<file path="config.mk">
export PLATFORM = sky130hd
export DESIGN_NAME = pipe_ctrl
export DESIGN_NICKNAME = d
export VERILOG_FILES = /design/src/rtl/pipe_ctrl_pkg.sv /design/src/rtl/pipe_ctrl_perf_cnt.sv /design/src/rtl/pipe_ctrl.sv
export SDC_FILE = /design/constraint.sdc
export NUM_CORES = 1
export LEC_CHECK = 0
export BUFFER_PORTS_ARGS = -buffer_cell sky130_fd_sc_hd__buf_2
export CAP_MARGIN = 10
export CORE_AREA = 3 3 97 62
export CTS_CLUSTER_DIAMETER = 80
export DETAILED_ROUTE_END_ITERATION = 10
export DIE_AREA = 0 0 100 65
export PLACE_DENSITY = 0.82
export SYNTH_ARGS = -nofsm -noshare
export SYNTH_HDL_FRONTEND = slang
export SYNTH_SLANG_ARGS = --single-unit
export TNS_END_PERCENT = 50
</file>
<file path="constraint.sdc">
create_clock -name clk -period 3.6 [get_ports clk]
set_input_delay 0.72 -clock clk [delete_from_list [all_inputs] [get_ports clk]]
set_output_delay 0.72 -clock clk [all_outputs]
set_load 0.005 [all_outputs]
</file>
<file path="src/rtl/pipe_ctrl_pkg.sv">
// Shared definitions for the pipeline controller: FSM states, hold/flush
// bit indices and the instruction address width.
package pipe_ctrl_pkg;

    localparam int unsigned INST_ADDR_W = 32;

    localparam int unsigned HOLD_PC    = 0;
    localparam int unsigned HOLD_IFID  = 1;
    localparam int unsigned HOLD_IDEX  = 2;
    localparam int unsigned HOLD_EXMEM = 3;
    localparam int unsigned HOLD_MEMWB = 4;

    localparam int unsigned NUM_STAGES = 5;

    typedef enum logic [1:0] {
        S_RUN   = 2'd0,
        S_FLUSH = 2'd1,
        S_DIV   = 2'd2
    } state_t;

    // Build a stage mask from the individual per-register bits
    function automatic logic [NUM_STAGES-1:0] stage_mask(
        input logic pc, input logic ifid, input logic idex,
        input logic exmem, input logic memwb);
        logic [NUM_STAGES-1:0] m;
        m             = '0;
        m[HOLD_PC]    = pc;
        m[HOLD_IFID]  = ifid;
        m[HOLD_IDEX]  = idex;
        m[HOLD_EXMEM] = exmem;
        m[HOLD_MEMWB] = memwb;
        return m;
    endfunction

endpackage

</file>
<file path="src/rtl/pipe_ctrl_perf_cnt.sv">
// Saturating 32-bit event counter; clear has priority over increment.
module perf_cnt
    import pipe_ctrl_pkg::*;
(
    input  logic        clk,
    input  logic        rstn,
    input  logic        inc,
    input  logic        clr,
    output logic [31:0] value
);

    logic [31:0] cnt_q;

    // Count qualifying cycles, stick at all-ones, clear on reset or request
    always_ff @(posedge clk) begin
        if (!rstn || clr) begin
            cnt_q <= '0;
        end else if (inc && (cnt_q != '1)) begin
            cnt_q <= cnt_q + 32'd1;
        end
    end

    assign value = cnt_q;

endmodule

</file>
<file path="src/rtl/pipe_ctrl.sv">
// Pipeline hazard controller: per-register hold/flush generation for
// jumps, multi-cycle divides, load-use stalls and data-bus wait states.
module pipe_ctrl
    import pipe_ctrl_pkg::*;
(
    input  logic                   clk,
    input  logic                   rstn,
    input  logic                   jump_req_i,
    input  logic [INST_ADDR_W-1:0] jump_addr_i,
    input  logic                   ld_stall_req_i,
    input  logic                   div_start_i,
    input  logic                   div_done_i,
    input  logic                   mem_wait_i,
    input  logic                   cnt_clr_i,
    output logic [4:0]             hold_en_o,
    output logic [4:0]             flush_o,
    output logic                   jump_en_o,
    output logic [INST_ADDR_W-1:0] jump_addr_o,
    output logic [31:0]            stall_cnt_o
);

    state_t state_q, state_d;
    logic [4:0] hold_c, flush_c;
    logic       jump_c;

    // State register; reset abandons any divide or flush in progress
    always_ff @(posedge clk) begin
        if (!rstn) begin
            state_q <= S_RUN;
        end else begin
            state_q <= state_d;
        end
    end

    // Next-state and hold/flush/jump decode
    always_comb begin
        state_d = state_q;
        hold_c  = '0;
        flush_c = '0;
        jump_c  = 1'b0;
        unique case (state_q)
            S_RUN: begin
                if (mem_wait_i) begin
                    hold_c = '1;
                end else if (jump_req_i) begin
                    jump_c  = 1'b1;
                    flush_c = stage_mask(1'b0, 1'b1, 1'b1, 1'b0, 1'b0);
                    state_d = S_FLUSH;
                end else if (div_start_i) begin
                    hold_c  = stage_mask(1'b1, 1'b1, 1'b1, 1'b0, 1'b0);
                    flush_c = stage_mask(1'b0, 1'b0, 1'b0, 1'b1, 1'b0);
                    state_d = S_DIV;
                end else if (ld_stall_req_i) begin
                    hold_c  = stage_mask(1'b1, 1'b1, 1'b0, 1'b0, 1'b0);
                    flush_c = stage_mask(1'b0, 1'b0, 1'b1, 1'b0, 1'b0);
                end
            end
            S_FLUSH: begin
                if (mem_wait_i) begin
                    hold_c = '1;
                end else begin
                    flush_c = stage_mask(1'b0, 1'b1, 1'b0, 1'b0, 1'b0);
                    state_d = S_RUN;
                end
            end
            S_DIV: begin
                // Divider completion is a one-cycle pulse, so it must be
                // consumed even while the bus freeze is in effect
                if (div_done_i) begin
                    state_d = S_RUN;
                end
                if (mem_wait_i) begin
                    hold_c = '1;
                end else if (!div_done_i) begin
                    hold_c  = stage_mask(1'b1, 1'b1, 1'b1, 1'b0, 1'b0);
                    flush_c = stage_mask(1'b0, 1'b0, 1'b0, 1'b1, 1'b0);
                end
            end
            default: begin
                state_d = S_RUN;
            end
        endcase
    end

    // Output gating: reset forces bubbles everywhere; hold beats flush
    always_comb begin
        if (!rstn) begin
            hold_en_o = '0;
            flush_o   = '1;
            jump_en_o = 1'b0;
        end else begin
            hold_en_o = hold_c;
            flush_o   = flush_c & ~hold_c;
            jump_en_o = jump_c;
        end
    end

    assign jump_addr_o = jump_en_o ? jump_addr_i : '0;

    perf_cnt u_perf_cnt (
        .clk   (clk),
        .rstn  (rstn),
        .inc   (hold_en_o[HOLD_PC]),
        .clr   (cnt_clr_i),
        .value (stall_cnt_o)
    );

endmodule

</file>
After elaboration in Yosys (flattened, before gate mapping)
Index checks and enable logic that the tools add are counted.
{"block": "word_totals", "reg_bits": 34, "latchBits": 0, "ram_bits": 0, "romBits": 0, "input_bits": 40, "output_inout_bits": 75, "elab_cells": 46, "n_memories": 0}
{"block": "op_classes", "add_sub_neg": 1, "mul": 0, "div_mod_pow": 0, "magnitude_cmp": 0, "eq_ne": 7, "shifts": 0, "mux": 29, "bitwise": 2, "n_reduce_logical": 5}
{"cell": "$add 32x1->32 const B", "n": 1}
{"cell": "$mux 32", "n": 1}
{"cell": "$ne 32x32->1 const B", "n": 1}
{"cell": "$mux 5", "n": 5}
{"cell": "$mux 4", "n": 5}
{"cell": "$pmux 5 s3", "n": 1}
{"cell": "$mux 2", "n": 7}
{"cell": "$mux 3", "n": 4}
{"cell": "$pmux 4 s3", "n": 1}
{"cell": "$ne 2x2->1 const B", "n": 3}
{"cell": "$pmux 2 s3", "n": 1}
{"cell": "$and 5x5->5", "n": 1}
{"cell": "$not 5->5", "n": 1}
{"cell": "$mux 1", "n": 4}
{"cell": "$reduce_and 4->1", "n": 1}
{"cell": "$ne 3x3->1 const B", "n": 1}
{"cell": "$eq 2x1->1 const B", "n": 1}
{"cell": "$eq 2x2->1 const B", "n": 1}
{"cell": "$logic_not 2->1", "n": 1}
{"cell": "$logic_and 1x1->1", "n": 1}
{"cell": "$logic_not 1->1", "n": 1}
{"cell": "$logic_or 1x1->1", "n": 1}

Longest topological paths before layout
{"block": "depth", "ltp_word": 8, "ltp_mapped": 8, "ltp_nobuf": 6}

By module
Synthesis repeated with hierarchy kept, for this count alone.
{"block": "unflattened", "cells_unflattened": 264, "hier_area_um2": 2173.3}
{"module": "perf_cnt", "n_inst": 1, "cells_per_inst": 195, "area_per_inst_um2": 1667.8, "seq_area_each_um2": 640.6}
{"module": "pipe_ctrl", "n_inst": 1, "cells_per_inst": 69, "area_per_inst_um2": 505.5, "seq_area_each_um2": 40.0}

Least setup slack after synthesis
No wires, ideal clock.
{"block": "synth_timing", "path_kind": "input to output", "start": "input mem_wait_i", "end": "output jump_addr_o[22]", "t_arrival_ps": 1932, "t_required_ps": 2880, "path_slack_ps": 948, "stages": 5, "n_path_buf": 2, "path_cell_list": "buf_2 nor2_1 nor4b_2 clkbuf_1 and2_1"}
{"block": "synth_between", "elab_chain_len": 4}
{"item": "from (decl)", "line_no": "pipe_ctrl.sv:13", "text": "input logic mem_wait_i,"}
{"item": "$mux 1", "line_no": "pipe_ctrl.sv:43", "text": "if (mem_wait_i) begin"}
{"item": "$mux 1", "line_no": "pipe_ctrl.sv:41", "text": "unique case (state_q)"}
{"item": "$mux 1", "line_no": "pipe_ctrl.sv:87", "text": "if (!rstn) begin"}
{"item": "net jump_en_o", "line_no": "pipe_ctrl.sv:17", "text": "output logic jump_en_o,"}
{"item": "$mux 32", "line_no": "pipe_ctrl.sv:98", "text": "assign jump_addr_o = jump_en_o ? jump_addr_i : '0;"}
{"item": "to (decl)", "line_no": "pipe_ctrl.sv:18", "text": "output logic [INST_ADDR_W-1:0] jump_addr_o,"}
The timed path passes the listed nets, and every way through them passes these cells.

Worst setup path in the final report
{"block": "layout_timing", "start": "input mem_wait_i", "end": "output jump_addr_o[24]"}
{"block": "layout_between", "elab_chain_len": 4}
{"item": "$mux 1", "line_no": "pipe_ctrl.sv:43"}
{"item": "$mux 1", "line_no": "pipe_ctrl.sv:41"}
{"item": "$mux 1", "line_no": "pipe_ctrl.sv:87"}
{"item": "$mux 32", "line_no": "pipe_ctrl.sv:98"}
No other way between the ends.

==> results.json <==
{
  "gate_count_of_the_mapped_netlist": 286,
  "global_route.usage.met3": 0.0505,
  "final-hold-violation-count": 0,
  "dieArea_sq_um": 6500,
  "synth_area_leaders": "sky130_fd_sc_hd__dfxtp_1 (29%), sky130_fd_sc_hd__and2_1 (9.2%), sky130_fd_sc_hd__or4_1 (7.1%)",
  "clock-root-buffer": "sky130_fd_sc_hd__clkbuf_8",
  "global_route.usage.total": 0.220,
  "sort_of_element_at_the_end_of_the_critical_path": "output port",
  "place_congestion": 0.784,
  "antenna_cells": 0,
  "outcome": "complete, no violations",
  "r2r-end": "u_perf_cnt.value[10]",
  "syn_to_layout_area_delta_pct": 27.3,
  "critical-path-slowest-cell": "sky130_fd_sc_hd__nor2_1",
  "critPathArrivalTime_ns": 2.04,
  "die_h_um": 65,
  "clkTransAtPathRegs_ns": 0.07,
  "static-leakage-power_nw": 1.31,
  "vdd_drop_max_mv": 0.128,
  "timing.critical_path.required_ns": 2.88,
  "met2_usage_in_global_routing": 0.341,
  "grt_antenna_before_repair": 0,
  "met1_usage": 0.306,
  "number_of_synthesized_register_bits": 34,
  "clkSinkCount": 34,
  "slew_viol_final": 0,
  "ys_dominant_reg_cell": "sky130_fd_sc_hd__dfxtp_1",
  "via_count": 2620,
  "postSynthAreaPerCell_sq_um": 8.12,
  "post-route-drc-count": 0,
  "max-clock-path-buffers": 2,
  "min_to": "u_perf_cnt.value[19]",
  "synth-adder-area-share": 0.00539,
  "net_count_synth": 327,
  "rows": 20,
  "grt_most_used_layer": "met2",
  "detail_route.iter0.violations": 188,
  "cp-start-kind": "primary input",
  "worstRegToRegCells": 6,
  "place_area_sq_um": 2880,
  "report.final.setup_viol": 0,
  "remaining_antenna_violation_count": 0,
  "cell_repeated_most_along_the_worst_path": "sky130_fd_sc_hd__buf_2",
  "synth_async_sr_flop_share": 0,
  "min_delay_path_depth": 2,
  "synth_top_family_by_area": "simple AND/OR/NAND/NOR gates",
  "critPathMaxStageDelay_ns": 0.32,
  "first_pass_iters": 4,
  "cts_setup_buffers": 0,
  "cts-hold-fix-buffers": 0,
  "synth-edff-count": 0,
  "crit_type": "in2out",
  "synth_area_in_compound_gates": 0.213,
  "tritoncts": "yes",
  "tightestPinTransition_ns": 0.846,
  "max-cap-violations": 0,
  "simple_gate_area_share_of_the_yosys_netlist": 0.408,
  "power_density_nw_per_um2": 250,
  "r2r_setup_slack_ns": 1.14,
  "layout.cells.most_common": "sky130_fd_sc_hd__buf_2",
  "start_util": 0.457,
  "rsz0062_at_grt": "no",
  "netlist.top_cell.by_area": "sky130_fd_sc_hd__dfxtp_1",
  "skew_ns": 0.00353,
  "numPortBuffers": 114,
  "synth_xor_xnor_area_share": 0,
  "cp_cell_sequence": "buf_2 > nor2_1 > nor4b_2 > buf_4 > and2_1 > buf_2",
  "wl_per_cell_um": 15.6,
  "pin_count_of_the_biggest_net_entering_global_routing": 34,
  "syn_area_sq_um": 2320,
  "detailed_route_wl_mm": 7.14,
  "global_route_wire_length_before_repair_mm": 11.8,
  "hp-class": "reg2reg",
  "clk_latency_ns": 0.28,
  "drive_above_1_share": 0.365,
  "post-route-min-period_ns": 2.76,
  "synth_sequential_area_ratio": 0.293,
  "drt-vias-per-instance": 5.72,
  "resized_cells_post_cts": 0,
  "grt-ovfl-total": 0,
  "final_cell_mix": "sky130_fd_sc_hd__buf_2 (114), sky130_fd_sc_hd__and2_1 (34), sky130_fd_sc_hd__dfxtp_1 (34)",
  "min-delay-start": "u_perf_cnt.value[19]",
  "post_synth_mux_area_share": 0.0129,
  "fp.dieW_um": 100,
  "cts_buffer_count": 5,
  "finalInstanceArea_sq_um": 2950,
  "setup_total_negative_slack_ns": 0,
  "slew-limit-headroom": 0.436,
  "period_share": 0.766,
  "synth_top_area_frac": 0.293,
  "top_level_ports": 115,
  "layout.nets": 433,
  "fillers": 466,
  "synthesis_warnings": 0,
  "crit_fanout": 33,
  "timing.rr.start": "u_perf_cnt.value[0]",
  "dpl.hpwl_mm": 5.46,
  "synth_cell_types": 50,
  "standard_cell_core_area_sq_um": 5080,
  "grt_pass1_vias": 2426,
  "cts.htree.levels": 2,
  "maxClockFrequency_mhz": 363
}
==> worst max-delay path: cells and delay by family <==
kind	cells	cell delay, ns
buffers and inverters	3	0.56
and+or+nand+nor	3	0.76
==> cell type report <==
cell class	count	area (sq um)	area share
multi-input combinational	225	1480	0.502
sequential	34	681	0.230
timing repair buffer	118	601	0.203
tap	66	82.6	0.0280
clock buffer	7	76.3	0.0258
inverter	8	30.0	0.0102
==> logic make-up after synthesis <==
family / Yosys count
muxes: 3
adders and majority gates: 1
buffers and inverters: 27
AOI/OAI and AO/OA: 69
DFF: 34
and+or+nand+nor: 152
==> synthesized netlist by cell type, types with 2 or more instances <==
library cell / count
sky130_fd_sc_hd__or2_2: 3
sky130_fd_sc_hd__o21ai_0: 4
sky130_fd_sc_hd__inv_1: 8
sky130_fd_sc_hd__o31ai_1: 19
sky130_fd_sc_hd__nand2_1: 22
sky130_fd_sc_hd__o41ai_1: 2
sky130_fd_sc_hd__or3_1: 3
sky130_fd_sc_hd__and2_1: 34
sky130_fd_sc_hd__and4_1: 6
sky130_fd_sc_hd__and3_1: 6
sky130_fd_sc_hd__a21oi_2: 7
sky130_fd_sc_hd__mux2i_1: 3
sky130_fd_sc_hd__o31a_1: 2
sky130_fd_sc_hd__buf_6: 2
sky130_fd_sc_hd__o21a_1: 3
sky130_fd_sc_hd__clkbuf_1: 7
sky130_fd_sc_hd__dfxtp_1: 34
sky130_fd_sc_hd__nor2_1: 14
sky130_fd_sc_hd__a31oi_1: 2
sky130_fd_sc_hd__nand3_1: 15
sky130_fd_sc_hd__nor3_1: 5
sky130_fd_sc_hd__o21ai_1: 2
sky130_fd_sc_hd__o211ai_1: 4
sky130_fd_sc_hd__nand2b_1: 2
sky130_fd_sc_hd__nor4_1: 2
sky130_fd_sc_hd__a21oi_1: 18
sky130_fd_sc_hd__buf_2: 4
sky130_fd_sc_hd__nand4_1: 6
sky130_fd_sc_hd__buf_4: 5
sky130_fd_sc_hd__or4_1: 22
==> metal layers <==
metal,vias to the layer above,part of all wire,wire (um)
met2,88,0.47,3360
met4,0,0.011,80
met5,-,0,0
met3,11,0.062,445
met1,1229,0.46,3250
li1,1292,-,-
==> report_power, final <==
part	switching, mW	internal, mW
logic	0.0493	0.0436
registers	0.00483	0.378
clock network	0.131	0.133
==> how the worst max path moves through the flow <==
| stage | depth (start not counted) | from | end |
|---|---|---|---|
| after floorplan | 5 | mem_wait_i | jump_addr_o[22] |
| after global placement | 6 | mem_wait_i | jump_addr_o[24] |
| after detailed placement | 6 | mem_wait_i | jump_addr_o[15] |
| after CTS | 6 | mem_wait_i | jump_addr_o[15] |
| after global routing | 6 | mem_wait_i | jump_addr_o[24] |
| final | 6 | mem_wait_i | jump_addr_o[24] |
==> registers in the layout (all words and copies together) (netlist names) <==
signal and cells:
u_perf_cnt.value 32, state_q 2
==> per-stage QoR <==
step / utilization / std cells / hold WS (ns) / power, mW / worst slack [ns]
3_3_place_gp: 0.567 / 451 / 0.473 / 0.480 / 0.925
6_report: 0.582 / 458 / 0.492 / 0.740 / 0.841
5_1_grt: 0.582 / 458 / 0.532 / 0.773 / 0.700
4_1_cts: 0.582 / 458 / 0.495 / 0.745 / 0.843
2_1_floorplan: - / 286 / 0.476 / 0.438 / 0.948
3_5_place_dp: 0.567 / 451 / 0.485 / 0.483 / 0.844
No activity file was read; power rests on OpenSTA's default activity.
